File: src/rtl/fm_mul_scheduler.sv
// Round-robin scheduler sharing one FP multiplier core among N_REQ requesters.
// A tag pipe matched to MUL_LAT routes each product back to the requester that issued it.
module fm_mul_scheduler #(
    parameter int N_REQ   = 4,
    parameter int MUL_LAT = 1
) (
    input  logic                 clk,
    input  logic                 rst_n,
    input  logic [N_REQ-1:0]     req_valid,
    input  logic [32*N_REQ-1:0]  req_a,
    input  logic [32*N_REQ-1:0]  req_b,
    output logic [N_REQ-1:0]     req_ready,
    output logic [31:0]          mul_a,
    output logic [31:0]          mul_b,
    output logic                 mul_issue,
    input  logic [31:0]          mul_result,
    output logic [N_REQ-1:0]     rsp_valid,
    output logic [32*N_REQ-1:0]  rsp_data,
    input  logic [N_REQ-1:0]     rsp_ready,
    output logic                 busy,
    output logic [15:0]          issue_count
);

    localparam int IW = (N_REQ > 1) ? $clog2(N_REQ) : 1;
    localparam int CW = IW + 1;
    localparam logic [CW-1:0] N_C      = CW'(N_REQ);
    localparam logic [IW-1:0] LAST_IDX = IW'(N_REQ - 1);

    logic [N_REQ-1:0]              outstanding_q, outstanding_d;
    logic [IW-1:0]                 ptr_q, ptr_d;
    logic [31:0]                   mul_a_q, mul_a_d;
    logic [31:0]                   mul_b_q, mul_b_d;
    logic                          issue_q, issue_d;
    logic [IW-1:0]                 idx_q, idx_d;
    logic [MUL_LAT-1:0]            tag_v_q, tag_v_d;
    logic [MUL_LAT-1:0][IW-1:0]    tag_idx_q, tag_idx_d;
    logic [N_REQ-1:0]              rsp_valid_q, rsp_valid_d;
    logic [32*N_REQ-1:0]           rsp_data_q, rsp_data_d;
    logic                          busy_q, busy_d;
    logic [15:0]                   cnt_q, cnt_d;

    logic                          grant_any;
    logic [IW-1:0]                 grant_idx;
    logic [CW-1:0]                 cand;
    logic [N_REQ-1:0]              eligible;
    logic [N_REQ-1:0]              handshake;

    // Search starts at ptr and wraps; the first eligible index wins.
    always_comb begin
        eligible  = req_valid & ~outstanding_q;
        grant_any = 1'b0;
        grant_idx = '0;
        cand      = '0;
        req_ready = '0;
        for (int off = 0; off < N_REQ; off++) begin
            cand = {1'b0, ptr_q} + CW'(off);
            if (cand >= N_C) begin
                cand = cand - N_C;
            end
            if (!grant_any && eligible[cand[IW-1:0]]) begin
                grant_any = 1'b1;
                grant_idx = cand[IW-1:0];
            end
        end
        req_ready[grant_idx] = grant_any;
    end

    assign handshake = rsp_valid_q & rsp_ready;

    always_comb begin
        mul_a_d       = mul_a_q;
        mul_b_d       = mul_b_q;
        issue_d       = grant_any;
        idx_d         = grant_idx;
        ptr_d         = ptr_q;
        cnt_d         = cnt_q + {15'd0, grant_any};
        outstanding_d = outstanding_q & ~handshake;
        rsp_valid_d   = rsp_valid_q & ~handshake;
        rsp_data_d    = rsp_data_q;
        tag_v_d       = '0;
        tag_idx_d     = '0;

        if (grant_any) begin
            mul_a_d                  = req_a[32*grant_idx +: 32];
            mul_b_d                  = req_b[32*grant_idx +: 32];
            ptr_d                    = (grant_idx == LAST_IDX) ? '0 : grant_idx + 1'b1;
            outstanding_d[grant_idx] = 1'b1;
        end

        tag_v_d[0]   = issue_q;
        tag_idx_d[0] = idx_q;
        for (int s = 1; s < MUL_LAT; s++) begin
            tag_v_d[s]   = tag_v_q[s-1];
            tag_idx_d[s] = tag_idx_q[s-1];
        end

        // The last tag stage lines up with the product currently on mul_result.
        if (tag_v_q[MUL_LAT-1]) begin
            rsp_valid_d[tag_idx_q[MUL_LAT-1]]           = 1'b1;
            rsp_data_d[32*tag_idx_q[MUL_LAT-1] +: 32]   = mul_result;
        end

        busy_d = |outstanding_d;
    end

    always_ff @(posedge clk or negedge rst_n) begin
        if (!rst_n) begin
            outstanding_q <= '0;
            ptr_q         <= '0;
            mul_a_q       <= '0;
            mul_b_q       <= '0;
            issue_q       <= 1'b0;
            idx_q         <= '0;
            tag_v_q       <= '0;
            tag_idx_q     <= '0;
            rsp_valid_q   <= '0;
            rsp_data_q    <= '0;
            busy_q        <= 1'b0;
            cnt_q         <= '0;
        end else begin
            outstanding_q <= outstanding_d;
            ptr_q         <= ptr_d;
            mul_a_q       <= mul_a_d;
            mul_b_q       <= mul_b_d;
            issue_q       <= issue_d;
            idx_q         <= idx_d;
            tag_v_q       <= tag_v_d;
            tag_idx_q     <= tag_idx_d;
            rsp_valid_q   <= rsp_valid_d;
            rsp_data_q    <= rsp_data_d;
            busy_q        <= busy_d;
            cnt_q         <= cnt_d;
        end
    end

    assign mul_a       = mul_a_q;
    assign mul_b       = mul_b_q;
    assign mul_issue   = issue_q;
    assign rsp_valid   = rsp_valid_q;
    assign rsp_data    = rsp_data_q;
    assign busy        = busy_q;
    assign issue_count = cnt_q;

endmodule

File: config.mk
export PLATFORM = sky130hd
export DESIGN_NAME = fm_mul_scheduler
export DESIGN_NICKNAME = d
export VERILOG_FILES = /design/src/rtl/fm_mul_scheduler.sv
export SDC_FILE = /design/constraint.sdc
export NUM_CORES = 1
export LEC_CHECK = 0
export CORE_AREA = 5 5 198 200
export CTS_CLUSTER_DIAMETER = 150
export DETAILED_ROUTE_END_ITERATION = 8
export DIE_AREA = 0 0 203 205
export SLEW_MARGIN = 20
export SYNTH_ARGS = -nofsm -noshare
export SYNTH_HDL_FRONTEND = slang
export SYNTH_SLANG_ARGS = --single-unit
File: constraint.sdc
create_clock -name clk -period 2.8 [get_ports clk]
set_input_delay 0.56 -clock clk [delete_from_list [all_inputs] [get_ports clk]]
set_output_delay 0.56 -clock clk [all_outputs]
set_load 0.05 [all_outputs]
# ---- Word-level counts from Yosys, hierarchy flattened
# Index checks and enable logic that the tools add are counted.
# W data, S select, Z words.
dict set report op_classes {
  add_sub_neg 10
  order_cmp 12
  n_eq_ne 1
  n_shift 4
  mux 28
  bitwise_logic 9
  n_reduce_logical 9
}
# operator count
set op_table {}
lappend op_table {{$shiftx A128 B8 Y32} 2}
lappend op_table {{$bwmux W128} 1}
lappend op_table {{$shift A32 B34 Y128 const A} 1}
lappend op_table {{$shiftx A32 B34 Y128} 1}
lappend op_table {{$neg A7 Y34} 1}
lappend op_table {{$and A4 B4 Y4} 5}
lappend op_table {{$lt A2 B3 Y1 const B} 6}
lappend op_table {{$mux W2} 9}
lappend op_table {{$add A16 B1 Y16} 1}
lappend op_table {{$mux W1} 10}
lappend op_table {{$ge A3 B3 Y1 const B} 3}
lappend op_table {{$bmux W1 S2} 4}
lappend op_table {{$mux W4} 2}
lappend op_table {{$not A4 Y4} 2}
lappend op_table {{$or A4 B4 Y4} 2}
lappend op_table {{$sub A2 B1 Y2 const B} 4}
lappend op_table {{$add A2 B2 Y3 const B} 2}
lappend op_table {{$logic_and A1 B1 Y1} 5}
lappend op_table {{$demux W1 S2} 2}
lappend op_table {{$ge A2 B1 Y1 const B} 2}
lappend op_table {{$reduce_or A4 Y1} 1}
lappend op_table {{$add A2 B1 Y3 const B} 1}
lappend op_table {{$ge A2 B3 Y1 const B} 1}
lappend op_table {{$logic_not A1 Y1} 3}
lappend op_table {{2 further kinds} 2}
dict set report totals {
  reg_bits 225
  word_cells 85
}

# ---- Depth between registers and ports, before layout
# Gate-level depths: netlist of run 1.
dict set report logic_depth {
  ltp_word 21
  mapped_depth 11
  depth_no_buf 10
}

# ---- Least setup slack after synthesis of run 1
# Ideal clock, no wire load.
dict set report synth_timing {
  path_kind {input -> register}
  startpoint {in req_valid[1]}
  endpoint {reg busy_q, in the netlist busy}
  setup_time_ps 139
  arrival_time_ps 2693
  t_required_ps 2661
  path_slack_ps -32
  path_stages 10
  path_cell_list {nor2b_1 nor3_1 a211oi_1 buf_2 buf_2 inv_1 ha_1 and2_1 a21o_1 or4b_1}
}
dict set report synth_between {
  elab_chain_cells 20
  word_cells_on_any_way 31
}
# element line
set synth_rtl {}
lappend synth_rtl {{from (decl)} 9} ;# input logic [N_REQ-1:0] req_valid,
lappend synth_rtl {{$and A4 B4 Y4 *} 50} ;# eligible = req_valid & ~outstanding_q;
lappend synth_rtl {{$bmux W1 S2} 60} ;# if (!grant_any && eligible[cand[IW-1:0]]) begin
lappend synth_rtl {{$mux W1 (not written as such)} 60}
lappend synth_rtl {{$mux W1} 60}
lappend synth_rtl {{$logic_not A1 Y1} 60}
lappend synth_rtl {{$logic_and A1 B1 Y1} 60}
lappend synth_rtl {{$mux W1} 60}
lappend synth_rtl {{$logic_not A1 Y1} 60}
lappend synth_rtl {{(+5 left out)} -}
lappend synth_rtl {{named net grant_idx[0]} 43} ;# logic [IW-1:0] grant_idx;
lappend synth_rtl {{(+1 left out)} -}
lappend synth_rtl {{$logic_and A1 B1 Y1 (not written as such)} 87} ;# outstanding_d[grant_idx] = 1'b1;
lappend synth_rtl {{$mux W1 (not written as such)} 87}
lappend synth_rtl {{$demux W1 S2 *} 87}
lappend synth_rtl {{$or A4 B4 Y4 (no source line) *} -}
lappend synth_rtl {{$mux W4 *} 83} ;# if (grant_any) begin
lappend synth_rtl {{named net outstanding_d[2]} 29} ;# logic [N_REQ-1:0] outstanding_q, outstanding_d;
lappend synth_rtl {{$reduce_or A4 Y1 *} 103} ;# busy_d = |outstanding_d;
lappend synth_rtl {{named net busy_d} 39} ;# logic busy_q, busy_d;
lappend synth_rtl {{to (signal assigned)} 131} ;# busy_q <= busy_d;
lappend synth_rtl {{to (decl)} 39}
# Mark *: on every way through the listed nets, which the timed path passes. The rest lies on a longest branch. The select of a mux whose other input is x is not followed.
# A chain may end at the register's enable or synchronous reset.

# ---- Final worst setup path of run 1
dict set report layout_timing {
  startpoint {in req_valid[0]}
  endpoint {out req_ready[0]}
}
dict set report layout_between {
  elab_chain_cells 18
  word_cells_on_any_way 29
}
# element line
set layout_rtl {}
lappend layout_rtl {{$and A4 B4 Y4 *} 50}
lappend layout_rtl {{$bmux W1 S2} 60}
lappend layout_rtl {{$mux W1 (not written as such)} 60}
lappend layout_rtl {{$mux W1} 60}
lappend layout_rtl {{$logic_not A1 Y1} 60}
lappend layout_rtl {{$logic_and A1 B1 Y1} 60}
lappend layout_rtl {{$mux W1} 60}
lappend layout_rtl {{$logic_not A1 Y1} 60}
lappend layout_rtl {{(+2 left out)} -}
lappend layout_rtl {{$logic_not A1 Y1} 60}
lappend layout_rtl {{$logic_and A1 B1 Y1} 60}
lappend layout_rtl {{$mux W2} 60}
lappend layout_rtl {{$lt A2 B3 Y1 (not written as such) or $ge A2 B1 Y1 (tied branches)} 65} ;# req_ready[grant_idx] = grant_any;
lappend layout_rtl {{$logic_and A1 B1 Y1 (not written as such)} 65}
lappend layout_rtl {{$mux W1 (not written as such)} 65}
lappend layout_rtl {{$demux W1 S2} 65}
lappend layout_rtl {{$and A4 B4 Y4 (no source line) *} -}
lappend layout_rtl {{to (decl)} 12} ;# output logic [N_REQ-1:0] req_ready,
# Every way passes the cells marked *; elsewhere a longest branch is shown, timed or not. The select of a mux whose other input is x is not followed.

==> metrics.md, run 1 <==
| Metric | Value |
|---|---|
| Worst R2R End | `rsp_data[37]` |
| Largest net degree at the start of global routing | `71` |
| Max transition margin | `0.519` |
| GRT Residual Overflow | `0` |
| Mean area per synthesized cell | `12.9 um2` |
| Hpwl dp | `31000 um` |
| I/O pin count | `516` |
| R2R Path Start | `tag_idx_q[0]` |
| Area Growth Syn to Fin | `73.5%` |
| Drt pass-1 iters | `7` |
| Top cell by count, worst path | `buf_4` |
| WS Path Type | `input pin to output port` |
| Outcome | `finished clean` |
| Pleak | `6.86 nW` |
| CP max stage delay | `0.51 ns` |
| #FFs+latches synth | `225` |
| Reg clk slew, reported paths | `0.06 ns` |
| CP startpoint kind | `input pin` |
| Core area | `0.0372 mm2` |
| Final setup fails | `0` |
| Drt total wl | `41700 um` |
| DR vias | `8937` |
| Sequential area share after synthesis | `0.598` |
| Full die area | `0.0416 mm2` |
| Die H | `205 um` |
| Worst Path Required | `2.24 ns` |
| # rows | `71` |
| Clock Tree Root | `clkbuf_16` |
| DIE WIDTH | `203 um` |
| Clock Skews | `0.00764 ns` |
| Layout fillers | `3495` |
| Cts bufs inserted | `26` |
| Final hold viol count | `0` |
| Max FO, Critical Path | `3` |
| Port Buffer Count | `515` |
| Hold wc startpoint | `idx_q[1]` |
| DP Area | `0.0154 mm2` |
| CP Cell Sequence | `clkdlybuf4s50_1 -> or3b_4 -> o21ai_2 -> a211oi_4 -> buf_4 -> nor2_1 -> buf_4` |
| Hold Crit Endpoint | `tag_idx_q[1]` |
| Post-Syn Instances | `732` |
| Vias in the first global route | `9434` |
| Fin crit share | `0.981` |
| Max Clock Freq | `0.364 GHz` |
| Share of cells above drive strength 1 | `0.0887` |
| Routed len/inst | `23.8 um` |
| Critical Path End Type | `output port` |
| Yosys warning count | `0` |
| CTS sink count | `225` |
| Final instance area | `0.0163 mm2` |
| CTS tree | `built` |
| Longest Clk Path Bufs | `3` |
| # DRC | `0` |
| HP Class | `flip-flop to flip-flop` |
| PD cells | `1260 mW/mm2` |
| Reg2Reg Setup Slack | `0.54 ns` |
| Starting DRT DRC Count | `639` |
| RePlAce Congestion | `0.856` |
| Peak VDD IR | `632 uV` |
| ANT nets after route | `0` |
| Worst Reg-to-Reg Cells | `6` |
| Hold Crit Depth | `0` |
| Post-detailed-route via-to-cell ratio | `5.11` |
| Syn_nets | `1041` |
| Overall global routing resource usage | `0.188` |
| Largest delay share family, worst path | `buffers and inverters` |
| Mapped Area | `0.00941 mm2` |
| WP data arrival | `2.19 ns` |
| Yosys cell types | `38` |
| Final Max Slew Viols | `0` |
| Initial core utilization | `0.253` |
| Initial antenna violation count | `2` |
| Maxcap violations | `0` |
| H-tree levels | `1` |
| Layout Nets | `1564` |
| PnR Total Power | `0.0206 W` |
| Global-route wire length before repair | `60800 um` |
| Slew @ Worst Pin | `0.720 ns` |
| CP bufs+invs | `3` |
| Period minus WS final | `2.75 ns` |
| Worst-Skew Late Latency | `0.53 ns` |
| Slowest-stage cell, CP | `clkdlybuf4s50_1` |
==> synthesized netlist by cell type <==
cell	count	area, um2
dfrtp_1	225	5630
a22o_1	128	1120
a222oi_1	64	641
mux2i_1	64	641
clkbuf_1	47	176
o21ai_0	36	180
o21ai_1	36	180
nand2_1	25	93.8
ha_1	11	138
inv_1	11	41.3
nor2_1	11	41.3
buf_2	10	50.1
xnor2_1	10	87.6
a21oi_1	6	30.0
buf_6	5	56.3
nand2b_1	5	31.3
nand3_1	5	25.0
xor2_1	4	35.0
nand4_1	3	18.8
nor2b_1	3	18.8
nor3_1	3	15.0
nor4_1	3	18.8
and3_1	2	12.5
a211oi_1	1	7.51
a21o_1	1	7.51
a22oi_1	1	7.51
a31oi_1	1	6.26
and2_1	1	6.26
inv_2	1	3.75
nand3b_1	1	7.51
nor3_2	1	10.0
nor4b_2	1	15.0
o21a_1	1	7.51
o31ai_1	1	7.51
o32ai_2	1	16.3
or2_2	1	6.26
or3b_1	1	8.76
or4b_1	1	10.0
==> area by class of cell <==
type | instances | area, um2 | area share
Multi-Input combinational cell | 433 | 3540 | 0.217
Inverter | 12 | 45.0 | 0.00276
Timing Repair Buffer | 557 | 5610 | 0.344
Clock buffer | 35 | 756 | 0.0463
Antenna cell | 2 | 5.00 | 0.000307
Sequential cell | 225 | 5630 | 0.345
Tap cell | 474 | 593 | 0.0363
Clock inverter | 12 | 149 | 0.00912
==> placed cells by master (no fill, tap or decap), drive strengths merged, types with 4 or more instances in the layout <==
cell type,n
nor3,4
xnor2,10
ha,11
clkinvlp,4
clkdlybuf4s50,505
nor2,11
mux2i,64
nand3,5
a22o,128
nand2b,5
a222oi,64
nand2,25
a21oi,6
clkinv,5
dfrtp,225
xor2,4
inv,12
o21ai,72
buf,51
clkbuf,35
==> stage by stage <==
stage                     setup TNS (ns)   util  hold WS, ns  setup slack (ns)  std cells
after floorplan                        0      -        0.264            0.0509        732
after global placement          -0.00474  0.413        0.336          -0.00474       1698
after detailed placement         -0.0317  0.413        0.336           -0.0317       1698
after CTS                              0  0.437        0.350           0.00439       1746
after global routing             -0.0337  0.439        0.365           -0.0277       1750
final                                  0  0.439        0.349            0.0531       1750
==> report_power, final <==
group / total, W / internal [W] / switching (W)
Combinational: 0.0117 / 0.00417 / 0.00749
Clock: 0.00357 / 0.00217 / 0.00140
Sequential: 0.00536 / 0.00451 / 0.000852
Total: 0.0206 / 0.0108 / 0.00974
==> state kept, by name, indices dropped and copies added (netlist names) <==
register       flops
rsp_data         128
mul_a             32
mul_b             32
issue_count       16
outstanding_q      4
rsp_valid          4
idx_q              2
ptr_q              2
tag_idx_q          2
busy               1
mul_issue          1
tag_v_q            1
==> worst max path at each step <==
stage / to / cells after the start / from
CTS: req_ready[2] / 8 / req_valid[0]
floorplan: busy / 10 / req_valid[1]
finish: req_ready[0] / 7 / req_valid[0]
global route: req_ready[2] / 8 / req_valid[1]
detailed placement: busy / 9 / req_valid[1]
global placement: busy / 9 / req_valid[1]
==> logic make-up (layout without fill, tap and decap cells) <==
logic type               Yosys count  count (layout)  synth area share
AO/OA/AOI/OAI                    277             277             0.235
XOR/XNOR                          14              14            0.0130
adder cells (fa/ha/maj)           11              11            0.0146
buffers and inverters             74             616            0.0348
flip-flops                       225             225             0.598
multiplexers                      64              64            0.0681
other                              0               2                 0
AND/OR/NAND/NOR                   67              67            0.0360
==> metal layers <==
metal,routed length [um],track usage,share of wire
met5,0,0,0
met4,1140,0.0543,0.027
met3,3730,0.0552,0.089
met2,20400,0.319,0.49
met1,16400,0.234,0.39
==> what timing repair did <==
item / in CTS / in global routing
gates cloned: 0 / 0
endpoints found under the hold margin: 17 / 0
setup buffers: 0 / 2
resized for setup: 1 / 7
hold buffers: 1 / 0
pin swaps: 0 / 1
endpoints found under the setup margin: 2 / 3
Power figures use the tool's default switching activity.
==> inputs of run 2 (changes only) <==
Settings changed: CAP_MARGIN from default to 40.
==> results of run 2 <==
The final DEF is identical to that of run 1; final timing and power are the same.
==> inputs of run 3 (changes only) <==
Settings changed: PLACE_DENSITY from default to 0.59, SKIP_CTS_REPAIR_TIMING from default to 1.
==> metrics.md, run 3 (synthesis results as in run 1) <==
| Metric | Value |
|---|---|
| HP Class | `input pin to asynchronous set/reset pin` |
| Metal3 WL | `3730 um (about the same)` |
| Clock power share | `0.182 (+0.009)` |
| Overall global routing resource usage | `0.188 (about the same)` |
| CTS sink count | `225 (unchanged)` |
| Worst-Skew Late Latency | `0.54 ns (about the same)` |
| Period minus WS final | `2.73 ns (-0.0159 ns)` |
| # DRC | `0 (unchanged)` |
| Failing checks | `negative hold slack` |
| Clock Tree Root | `clkbuf_16` |
| Post-detailed-route via-to-cell ratio | `5.07 (-0.70%)` |
| Worst Path Required | `2.24 ns (about the same)` |
| Max transition margin | `0.522 (+0.00341)` |
| Die H | `205 um (unchanged)` |
| DP Area | `0.0154 mm2 (+0.13%)` |
| Final hold viol count | `5 (+5)` |
| Hpwl dp | `30900 um (-0.43%)` |
| Placement Setup Slack | `-0.0862 ns (-0.0544 ns)` |
| PD cells | `1270 mW/mm2 (+0.44%)` |
| Top Layer Used | `met5` |
| RSZ-0062 raised after global routing | `true` |
| Longest Clk Path Bufs | `3 (unchanged)` |
| Layout Nets | `1567 (+0.19%)` |
| Max Clock Freq | `0.366 GHz (+0.58%)` |
| Slew @ Worst Pin | `0.715 ns (-0.00509 ns)` |
| Core area | `0.0372 mm2 (unchanged)` |
| CP max stage delay | `0.49 ns (-0.02 ns)` |
| CTS tree | `built` |
| Global-route wire length before repair | `60900 um (+0.22%)` |
| Met2 wire length | `20400 um (-0.27%)` |
| Maxcap violations | `0 (unchanged)` |
| Initial antenna violation count | `3 (+1)` |
| WS Path Type | `input pin to output port` |
| Port Buffer Count | `515 (unchanged)` |
| Peak VDD IR | `521 uV (-18%)` |
| Final Max Slew Viols | `0 (unchanged)` |
| Routed len/inst | `23.8 um (-0.25%)` |
| Share of cells above drive strength 1 | `0.0892 (+0.000505)` |
| Final setup fails | `0 (unchanged)` |
| CP bufs+invs | `3 (unchanged)` |
| Critical Path End Type | `output port` |
| Sw Pwr | `0.00973 W (about the same)` |
| CP startpoint kind | `input pin` |
| Cts bufs inserted | `26 (unchanged)` |
| Largest delay share family, worst path | `buffers and inverters` |
| WP data arrival | `2.17 ns (-0.02 ns)` |
| Starting DRT DRC Count | `679 (+6.3%)` |
| Slowest-stage cell, CP | `clkdlybuf4s50_1` |
| Fin crit share | `0.975 (-0.00568)` |
| Cell-internal power | `0.0110 W (+1.5%)` |
| Routed met1 length | `16400 um (+0.26%)` |
| Pleak | `6.90 nW (+0.63%)` |
| Post-route setup slack | `0.0690 ns (+0.0159 ns)` |
| Outcome | `finished, violations left` |
| Initial core utilization | `0.253 (unchanged)` |
| Setup TNS | `0 ns (unchanged)` |
| I/O pin count | `516 (unchanged)` |
| Largest register FFs | `128 (unchanged)` |
| RePlAce Congestion | `0.844 (-1.4%)` |
| Logic pwr share | `0.560 (-0.006)` |
| Clock Skews | `0.00843 ns (+0.000789 ns)` |
| CP Cell Sequence | `clkdlybuf4s50_1 -> nor2b_4 -> nor3_1 -> a211oi_4 -> inv_1 -> ha_1 -> and2_2 -> buf_6` |
| DIE WIDTH | `203 um (unchanged)` |
| ANT nets after route | `0 (unchanged)` |
| Drt pass-1 iters | `6 (-1)` |
| Vias in the first global route | `9442 (+0.085%)` |
| Largest net degree at the start of global routing | `78 (+9.9%)` |
| Max FO, Critical Path | `3 (unchanged)` |
| Drt total wl | `41700 um (about the same)` |
| H-tree levels | `1 (unchanged)` |
| GRT Residual Overflow | `0 (unchanged)` |
| Worst hold margin | `-0.0112 ns (-0.360 ns)` |
| Final instance area | `0.0164 mm2 (+0.34%)` |
| Switching Share | `0.469 (-0.00388)` |
| Most common cell after layout, fill and taps aside | `clkdlybuf4s50_1` |
| Most frequent cells in the layout | `506 x clkdlybuf4s50_1, 224 x dfrtp_1, 128 x a22o_1` |
| Seq pwr share | `0.258 (-0.003)` |
| # rows | `71 (unchanged)` |
| DR vias | `8890 (-0.53%)` |
| Area Growth Syn to Fin | `74.1%` |
| Layout fillers | `3480 (-0.43%)` |
| Full die area | `0.0416 mm2 (unchanged)` |
| Reg clk slew, reported paths | `0.06 ns (about the same)` |
==> run 3: worst reg2reg max path: stages (launching register included) <==
cell	delay [ns]
dfrtp_2	0.46
or3b_1	0.43
a21oi_1	0.27
nor3_4	0.13
buf_12	0.18
buf_4	0.18
a222oi_1	0.33
o21ai_0	0.14
==> run 3: metrics by stage <==
| stage | cells | power, W | hold slack, ns | utilization |
|---|---|---|---|---|
| 3_3_place_gp | 1702 | 0.0170 | 0.333 | 0.413 |
| 6_report | 1753 | 0.0207 | -0.0112 | 0.440 |
| 2_1_floorplan | 732 | 0.0123 | 0.264 | - |
| 3_5_place_dp | 1702 | 0.0170 | 0.335 | 0.413 |
| 5_1_grt | 1753 | 0.0217 | 0.0189 | 0.440 |
| 4_1_cts | 1750 | 0.0209 | 0.000327 | 0.439 |
==> run 3: area by class of cell <==
cell class	count	area [um2]	share of cell area
multi-input cells	433	3540	0.216
inverters	12	45.0	0.00275
diodes	1	2.50	0.000153
repair buffers	560	5620	0.343
clock buffers	36	759	0.0464
clock inverters	12	195	0.0119
well taps	474	593	0.0362
flip-flops and latches	225	5630	0.344
==> run 3: layer usage <==
layer  GRT usage  vias to the layer above
li1            -                     3935
met1       0.236                     4444
met2       0.317                      445
met3      0.0543                       64
met4      0.0521                        2
met5           0                        -
==> run 3: power by group through the flow <==
stage	clock, W	sequential [W]	combinational (W)
5_1_grt	0.00398	0.00551	0.0122
4_1_cts	0.00386	0.00536	0.0117
3_5_place_dp	0	0.00537	0.0117
2_1_floorplan	0	0.00918	0.00317
3_3_place_gp	0	0.00536	0.0116
6_report	0.00377	0.00535	0.0116
==> run 3: path summary, 6_finish.rpt <==
kind / start / endpoint / slack (ns) / cells after the start
worst max-delay path: req_valid[1] / req_ready[2] / 0.07 / 8
worst min-delay path: rst_n / rsp_data[54] / -0.01 / 1
worst max register to register: ptr_q[1] / mul_a[21] / 0.55 / 7
worst min register to register: idx_q[0] / tag_idx_q[0] / 0.35 / 0
max in group asynchronous: rst_n / mul_b[29] / 2.07 / 2
min in group clk: idx_q[0] / tag_idx_q[0] / 0.35 / 0
